`config.mk`:
```
export PLATFORM = sky130hd
export DESIGN_NAME = sopc_run_ctrl
export DESIGN_NICKNAME = d
export VERILOG_FILES = /design/src/rtl/sopc_run_ctrl.sv
export SDC_FILE = /design/constraint.sdc
export NUM_CORES = 1
export LEC_CHECK = 0
export ABC_CLOCK_PERIOD_IN_PS = 8300
export CAP_MARGIN = 20
export CORE_ASPECT_RATIO = 0.75
export CORE_MARGIN = 1.5
export CORE_UTILIZATION = 38
export DETAILED_ROUTE_END_ITERATION = 12
export PLACE_DENSITY = 0.62
export SYNTH_ARGS = -nofsm -noshare
export SYNTH_HDL_FRONTEND = slang
export SYNTH_SLANG_ARGS = --single-unit
```
`constraint.sdc`:
```
create_clock -name clk -period 8.3 [get_ports clk]
set_clock_uncertainty 0.1 [all_clocks]
set_input_delay 2.075 -clock clk [delete_from_list [all_inputs] [get_ports clk]]
set_output_delay 2.075 -clock clk [all_outputs]
set_load 0.02 [all_outputs]
```
`src/rtl/sopc_run_ctrl.sv`:
```
`default_nettype none
// ============================================================================
// Module   : sopc_run_ctrl
// Purpose  : Run controller for the SOPC. After reset it holds every reset
//            domain for RST_CYCLES, releases the domains one by one in index
//            order STAGGER cycles apart, then counts RUN cycles until the CPU
//            halts (PC unchanged for HALT_CYCLES compares) or the cycle budget
//            RUN_CYCLES runs out. A restart request replays the whole sequence.
// Ports    : clk          - single clock, posedge
//            rst          - synchronous active-low reset
//            restart_i    - synchronous request to replay the sequence
//            pc_i         - CPU fetch PC, observed only while running
//            dom_rst_o    - active-high reset per domain (bit 0 released first)
//            run_o        - high while the CPU is running
//            done_o       - sticky, run has ended
//            halted_o     - sticky, run ended because the PC stopped moving
//            timeout_o    - sticky, run ended because the budget ran out
//            cycle_cnt_o  - run cycles completed, frozen once done
// Revision : 1.0 - initial release
// ============================================================================
module sopc_run_ctrl #(
    parameter int NUM_DOM     = 2,
    parameter int RST_CYCLES  = 10,
    parameter int STAGGER     = 2,
    parameter int RUN_CYCLES  = 50,
    parameter int HALT_CYCLES = 8,
    parameter int CNT_W       = 32
) (
    input  logic               clk,
    input  logic               rst,
    input  logic               restart_i,
    input  logic [31:0]        pc_i,
    output logic [NUM_DOM-1:0] dom_rst_o,
    output logic               run_o,
    output logic               done_o,
    output logic               halted_o,
    output logic               timeout_o,
    output logic [CNT_W-1:0]   cycle_cnt_o
);

    localparam int IDX_W = (NUM_DOM > 1) ? $clog2(NUM_DOM) : 1;

    localparam logic [CNT_W-1:0] c_RST_LAST = CNT_W'(RST_CYCLES - 1);
    localparam logic [CNT_W-1:0] c_STG_LAST = CNT_W'(STAGGER - 1);
    localparam logic [CNT_W-1:0] c_RUN_MAX  = CNT_W'(RUN_CYCLES);
    localparam logic [CNT_W-1:0] c_HALT_MAX = CNT_W'(HALT_CYCLES);
    localparam logic [IDX_W-1:0] c_LAST_IDX = IDX_W'(NUM_DOM - 1);

    typedef enum logic [1:0] {
        S_HOLD    = 2'd0,
        S_STAGGER = 2'd1,
        S_RUN     = 2'd2,
        S_DONE    = 2'd3
    } state_t;

    state_t             state_q,     state_d;
    logic [CNT_W-1:0]   cnt_q,       cnt_d;
    logic [IDX_W-1:0]   idx_q,       idx_d;
    logic [CNT_W-1:0]   stable_q,    stable_d;
    logic [31:0]        pc_prev_q,   pc_prev_d;
    logic [NUM_DOM-1:0] dom_rst_q,   dom_rst_d;
    logic               run_q,       run_d;
    logic               done_q,      done_d;
    logic               halted_q,    halted_d;
    logic               timeout_q,   timeout_d;
    logic [CNT_W-1:0]   cycle_cnt_q, cycle_cnt_d;

    // Values the run counters take if this cycle is a RUN cycle.
    logic [CNT_W-1:0] w_cyc_inc;
    logic [CNT_W-1:0] w_stable_inc;

    assign w_cyc_inc    = cycle_cnt_q + CNT_W'(1);
    assign w_stable_inc = (pc_i == pc_prev_q) ? (stable_q + CNT_W'(1)) : '0;

    always_comb begin
        state_d     = state_q;
        cnt_d       = cnt_q;
        idx_d       = idx_q;
        stable_d    = stable_q;
        pc_prev_d   = pc_prev_q;
        dom_rst_d   = dom_rst_q;
        run_d       = run_q;
        done_d      = done_q;
        halted_d    = halted_q;
        timeout_d   = timeout_q;
        cycle_cnt_d = cycle_cnt_q;

        if (restart_i) begin
            // Restart reproduces the reset state one cycle later.
            state_d     = S_HOLD;
            cnt_d       = '0;
            idx_d       = '0;
            stable_d    = '0;
            pc_prev_d   = '0;
            dom_rst_d   = '1;
            run_d       = 1'b0;
            done_d      = 1'b0;
            halted_d    = 1'b0;
            timeout_d   = 1'b0;
            cycle_cnt_d = '0;
        end else begin
            case (state_q)
                S_HOLD: begin
                    cnt_d = cnt_q + CNT_W'(1);
                    if (cnt_q == c_RST_LAST) begin
                        dom_rst_d[0] = 1'b0;
                        cnt_d        = '0;
                        idx_d        = IDX_W'(1);
                        if (NUM_DOM == 1) begin
                            // Single domain: the only release starts the run.
                            state_d     = S_RUN;
                            run_d       = 1'b1;
                            cycle_cnt_d = '0;
                            stable_d    = '0;
                            pc_prev_d   = pc_i;
                        end else begin
                            state_d = S_STAGGER;
                        end
                    end
                end
                S_STAGGER: begin
                    cnt_d = cnt_q + CNT_W'(1);
                    if (cnt_q == c_STG_LAST) begin
                        dom_rst_d[idx_q] = 1'b0;
                        cnt_d            = '0;
                        if (idx_q == c_LAST_IDX) begin
                            state_d     = S_RUN;
                            run_d       = 1'b1;
                            cycle_cnt_d = '0;
                            stable_d    = '0;
                            pc_prev_d   = pc_i;
                        end else begin
                            idx_d = idx_q + IDX_W'(1);
                        end
                    end
                end
                S_RUN: begin
                    cycle_cnt_d = w_cyc_inc;
                    stable_d    = w_stable_inc;
                    pc_prev_d   = pc_i;
                    // Halt is tested first so a coincident timeout is masked.
                    if (w_stable_inc == c_HALT_MAX) begin
                        state_d  = S_DONE;
                        run_d    = 1'b0;
                        done_d   = 1'b1;
                        halted_d = 1'b1;
                    end else if (w_cyc_inc == c_RUN_MAX) begin
                        state_d   = S_DONE;
                        run_d     = 1'b0;
                        done_d    = 1'b1;
                        timeout_d = 1'b1;
                    end
                end
                S_DONE: begin
                    // Everything holds until rst or restart_i.
                end
                default: begin
                    state_d = S_HOLD;
                end
            endcase
        end
    end

    always_ff @(posedge clk) begin
        if (!rst) begin
            state_q     <= S_HOLD;
            cnt_q       <= '0;
            idx_q       <= '0;
            stable_q    <= '0;
            pc_prev_q   <= '0;
            dom_rst_q   <= '1;
            run_q       <= 1'b0;
            done_q      <= 1'b0;
            halted_q    <= 1'b0;
            timeout_q   <= 1'b0;
            cycle_cnt_q <= '0;
        end else begin
            state_q     <= state_d;
            cnt_q       <= cnt_d;
            idx_q       <= idx_d;
            stable_q    <= stable_d;
            pc_prev_q   <= pc_prev_d;
            dom_rst_q   <= dom_rst_d;
            run_q       <= run_d;
            done_q      <= done_d;
            halted_q    <= halted_d;
            timeout_q   <= timeout_d;
            cycle_cnt_q <= cycle_cnt_d;
        end
    end

    assign dom_rst_o   = dom_rst_q;
    assign run_o       = run_q;
    assign done_o      = done_q;
    assign halted_o    = halted_q;
    assign timeout_o   = timeout_q;
    assign cycle_cnt_o = cycle_cnt_q;

endmodule
`default_nettype wire

```
==> flow_summary.ini <==
[routing]
num_vias = 7459
drc = 0
vias_per_cell = 5.55
wl_per_cell_um = 15.3
drt_first_pass_iters = 5
wl_um = 20500
drt_iter0_markers = 527
ant_nets = 0

[timing]
rsz0062_at_grt = false
slew_headroom_pct = 43.3
worst_slew_pin_slew_ps = 843
tns_ps = 0
report.final.slew_viol_count = 0
finalSetupViolations = 0
max_freq_mhz = 211
finalHoldViolations = 0
timing.final.ws_setup_ps = 3560
fin_crit_ps = 4740
period_share_pct = 57.1

[critical_path]
path_buf_inv = 1
crit_path_end_kind = flip-flop
cp_max_fo = 3
start_kind = input pin
crit_path_cell_trace = clkdlybuf4s50_1 > xnor2_1 > nand4_1 > nor4_1 > nand2_1 > or4b_1 > or4_4 > o21ai_2 > mux2i_1
cp.required_ps = 8540
cp-startpoint = pc_i[21]
cp_slowest_cell = or4b_1
cp_data_arrival_time_ps = 4980
crit_family = simple AND/OR/NAND/NOR gates
r2r_start = stable_q[1]
slowest_delay_ps = 610
crit_type = input pin to flip-flop

[grt]
grt_antenna_before_repair = 0
grt_pass1_wl_um = 34300
overflow = 0
grt.total_usage_pct = 19.7
grt_start_max_net_pins = 78
grt_pass1_vias = 6613

[cts]
clock-sinks = 137
clkLatencyLatePin_ps = 420
htree_num_levels = 4
cts-buffers-inserted = 17
cts.hold.buffers_added = 0
clk_pin_slew_ps = 60
post_cts_resized = 0
cts_tree = done
post_cts_buffers = 0
cts_max_path_buffers = 2
cts_root_buf = clkbuf_16

[logic_synthesis]
synth_flop_cell = dfxtp_1
yosysTopAreaCell = dfxtp_1
synth_area_leaders = dfxtp_1, nand2_1, a21oi_1
syn_area_mm2 = 0.00789
synth_edf_count = 0
ys_async_sr_fraction_pct = 0
synth_seq_area_share_pct = 34.8
synth-seq-cells = 137
syn_nets = 1086
post_synth.cell_area_avg_um2 = 7.58
synth_top_area_share_pct = 34.8
synthesis.instances = 1041
yosysWarnings = 0
synthDistinctLibCells = 67

[placed_design]
dpl_cell_area_mm2 = 0.00871
pre_cts_ws_ps = 3100
place.gp.congestion = 0.836
port_buffers = 72
hpwl_um = 13800

[status]
status = finished clean

[layout]
antenna_cells = 0
nets = 1119
layout_common_cells = nand2_1, dfxtp_1, a21oi_1
final_common_cell = nand2_1
final_layout_size_suffix_gt1_share_pct = 6.26
design_area_mm2 = 0.00924
syn2layout_area_growth_pct = 17.2

[floorplanning]
initial_core_util_pct = 38.9
row_count = 45
core_mm2 = 0.0203
die_h_um = 128
die-area_mm2 = 0.0216
die_x_um = 169
boundaryPins = 73

[power_and_ir_drop]
p_int_mw = 1.06
p_leak_nw = 2.81
pwr-share-seq_pct = 47.4
sw_frac_of_total_pct = 23.6
p_switching_uw = 327
comb_power_share_pct = 3.2
vdd_drop_max_v = 0.000124
power_density_mw_per_mm2 = 150
clkPwrFrac_pct = 49.4

[hold_path]
worstHoldStart = dom_rst_o[1]
hold_path.class = flip-flop to flip-flop

[flow_run]
drv_cap = 0
[worst paths after layout]
check / to / slack, ps / cells after the start
setup / recovery: state_q[1] / 3560 / 9
hold / removal: dom_rst_o[1] / 350 / 2
setup reg to reg: state_q[1] / 4520 / 9
hold reg to reg: dom_rst_o[1] / 350 / 2
[cell type report]
| cell class | instances | area (um2) |
|---|---|---|
| tap | 258 | 323 |
| timing repair buffer | 83 | 803 |
| clock inverter | 14 | 103 |
| sequential | 137 | 2740 |
| fill | 2028 | 11000 |
| clock buffer | 17 | 425 |
| inverter | 14 | 52.6 |
| multi-input combinational | 821 | 4790 |
[power by group through the flow]
stage	clock, mW	sequential, mW	combinational, mW
6_report	0.687	0.659	0.0442
5_1_grt	0.730	0.658	0.0485
4_1_cts	0.707	0.659	0.0452
3_5_place_dp	0	0.673	0.0449
3_3_place_gp	0	0.673	0.0445
2_1_floorplan	0	0.673	0.0195
[worst reg2reg max path, stage by stage (launching register included)]
cell	delay, ps
dfxtp_1	460
ha_1	370
nand3_2	210
nor3_1	480
xor2_1	120
or3_2	500
or4_1	540
or4_4	530
o21ai_2	190
mux2i_1	210
[state kept, by name, indices dropped and copies added, names as in the netlist]
register,cells
state_q,2
done_o,1
stable_q,32
idx_q,1
dom_rst_o,2
halted_o,1
run_o,1
pc_prev_q,32
cnt_q,32
cycle_cnt_o,32
timeout_o,1
[synth_stat cells (13+ instances only)]
cell,instances
nand3_1,34
nor3_1,37
nor2_1,102
inv_1,13
nand4_1,40
dfxtp_1,137
a31oi_1,14
xnor2_1,55
and3_1,15
a21oi_1,107
clkbuf_1,50
o21ai_0,49
nand2_1,150
nor4_1,31
xor2_1,27
[metal layers]
metal	GRT usage [%]	routed length, um	up-vias
met5	0	0	-
met3	4.11	1250	27
met1	29.6	10600	3412
met2	27.6	8340	201
li1	-	-	3819
met4	6.19	306	0
[cells by family after synthesis]
group / after synthesis / share of synthesized area (%)
compound gates: 231 / 17.1
xor+xnor: 82 / 9.11
fa+ha+maj: 10 / 1.59
buf+inv: 83 / 4.95
flops: 137 / 34.8
mux: 3 / 0.381
simple gates: 495 / 32.1
[through the flow]
| stage | hold slack, ps | power [mW] | util, % | std cells |
|---|---|---|---|---|
| finish | 352 | 1.39 | 45.6 | 1344 |
| global route | 377 | 1.44 | 45.6 | 1344 |
| CTS | 357 | 1.41 | 45.6 | 1344 |
| detailed placement | 348 | 0.718 | 43.0 | 1313 |
| global placement | 336 | 0.718 | 43.0 | 1313 |
| floorplan | 344 | 0.693 | - | 1041 |
Power figures use the tool's default switching activity.
==> RTL edit: new RTL, config.mk and constraints unchanged <==
Add an input register stage for `restart_i` and `pc_i`, without a reset; this delays them by one clock.
--- a/src/rtl/sopc_run_ctrl.sv
+++ b/src/rtl/sopc_run_ctrl.sv
@@ -54,4 +54,12 @@
     } state_t;
 
+    logic restart_q;
+    logic [31:0] pc_q;
+
+    always_ff @(posedge clk) begin
+        restart_q <= restart_i;
+        pc_q      <= pc_i;
+    end
+
     state_t             state_q,     state_d;
     logic [CNT_W-1:0]   cnt_q,       cnt_d;
@@ -71,5 +79,5 @@
 
     assign w_cyc_inc    = cycle_cnt_q + CNT_W'(1);
-    assign w_stable_inc = (pc_i == pc_prev_q) ? (stable_q + CNT_W'(1)) : '0;
+    assign w_stable_inc = (pc_q == pc_prev_q) ? (stable_q + CNT_W'(1)) : '0;
 
     always_comb begin
@@ -86,5 +94,5 @@
         cycle_cnt_d = cycle_cnt_q;
 
-        if (restart_i) begin
+        if (restart_q) begin
             // Restart reproduces the reset state one cycle later.
             state_d     = S_HOLD;
@@ -113,5 +121,5 @@
                             cycle_cnt_d = '0;
                             stable_d    = '0;
-                            pc_prev_d   = pc_i;
+                            pc_prev_d   = pc_q;
                         end else begin
                             state_d = S_STAGGER;
@@ -129,5 +137,5 @@
                             cycle_cnt_d = '0;
                             stable_d    = '0;
-                            pc_prev_d   = pc_i;
+                            pc_prev_d   = pc_q;
                         end else begin
                             idx_d = idx_q + IDX_W'(1);
@@ -138,5 +146,5 @@
                     cycle_cnt_d = w_cyc_inc;
                     stable_d    = w_stable_inc;
-                    pc_prev_d   = pc_i;
+                    pc_prev_d   = pc_q;
                     // Halt is tested first so a coincident timeout is masked.
                     if (w_stable_inc == c_HALT_MAX) begin
Behaviour: not the same (a bounded check fails within 4 cycles, from zero or initial values).
==> RTL edit against the original RTL <==
  * Utilization up 0.15 points
  * Fmax up 2.8%
  * Power up 24%
  * Area after synthesis up 8.9%
  * Sequential cell count up 33
  * Register-to-register slack worse by 0.83 ns
  * Worst setup slack better by 0.13 ns
  * Wire length up 2.3%
  * Sequential share of layout area up 4.0 points
  * First-iteration DRC count up 7.6%
  * Design area up 9.4%
  * Critical endpoint is now stable_q[10]$_SDFFE_PP0P_
  * Largest power group unchanged
  * Highest routed layer unchanged
==> RTL edit: results (changes against the original RTL) <==
- NonClk Buf Share: 7.968% (-0.72 points)
- Post-DP HPWL: 13.89 mm (+0.82%)
- Pleak: 3.169 nW (+13%)
- Avg WL per Cell: 15.02 µm (-1.7%)
- DR pass1 iterations: 7 (+2)
- Status: finished, final reports clean
- Inverters: 19 (+5)
- Fraction of layout instances using a drive strength above 1: 6.975% (+0.71 points)
- Switching Share: 26.04% (+2.5 points)
- #FFs+latches synth: 170 (+24%)
- Slowest cell on crit path: o41ai_1
- GPL Wtd Cong: 0.8267 (-1.1%)
- Worst Reg2Reg Path Length in Cells: 8 (-1)
- Vias in the first global route: 6,840 (+3.4%)
- Sequential fraction of the synthesis area: 39.63% (+4.8 points)
- Placed cell count: 1,364 (+3.9%)
- Clock Latency Late Sink: 0.44 ns (+0.02 ns)
- Hold Startpoint: done_o$_SDFFE_PP0P_
- DR WL met3: 1.028 mm (-18%)
- M2 GR Usage: 26.36% (-1.2 points)
- Peak supply drop: 0.0001390 V (+12%)
- Most frequent cells after synthesis: 170 x dfxtp_1, 145 x nand2_1, 111 x nor2_1
- Area of the multi-input gates: 4813 µm² (+0.47%)
- Crit-path max cell delay: 0.83 ns (+0.22 ns)
- P_seq: 0.831 mW (+26%)
- Max FO, Critical Path: 29 (+26)
- DRT iter0 DRCs: 567 (+7.6%)
- Clock-cell share of area: 6.434% (+0.72 points)
- Type of origin of the critical path: register
- Reg-to-Reg End: stable_q[10]$_SDFFE_PP0P_
- Plain + repair buffers: 78 (-6.0%)
- Post-synth cell types: 79 (+18%)
RTL edit: changes by cell type in the layout (fill, tap and decap cells not counted), sizes merged, moves of 5 or more:
cell / before / now
inv: 16 / 26
or3: 13 / 18
a21oi: 107 / 101
nor4: 33 / 27
nor2: 102 / 111
dfxtp: 137 / 170
nor3: 37 / 29
a31oi: 14 / 7
buf: 11 / 6
RTL edit: logic make-up after synthesis:
| kind of cell | Yosys count | share of synthesized area, % |
|---|---|---|
| buffers and inverters | 85 | 4.677 |
| and+or+nand+nor | 492 | 30.17 |
| adders and majority gates | 10 | 1.457 |
| muxes | 3 | 0.3497 |
| AOI/OAI and AO/OA | 216 | 15.15 |
| DFF | 170 | 39.63 |
| xor gates and xnor gates | 84 | 8.566 |
RTL edit: tightest hold or removal path: cells and delay by family, from the launching register on:
family / cells / cell delay [ns]
flops: 1 / 0.32
buf+inv: 1 / 0.05
compound gates: 1 / 0.05
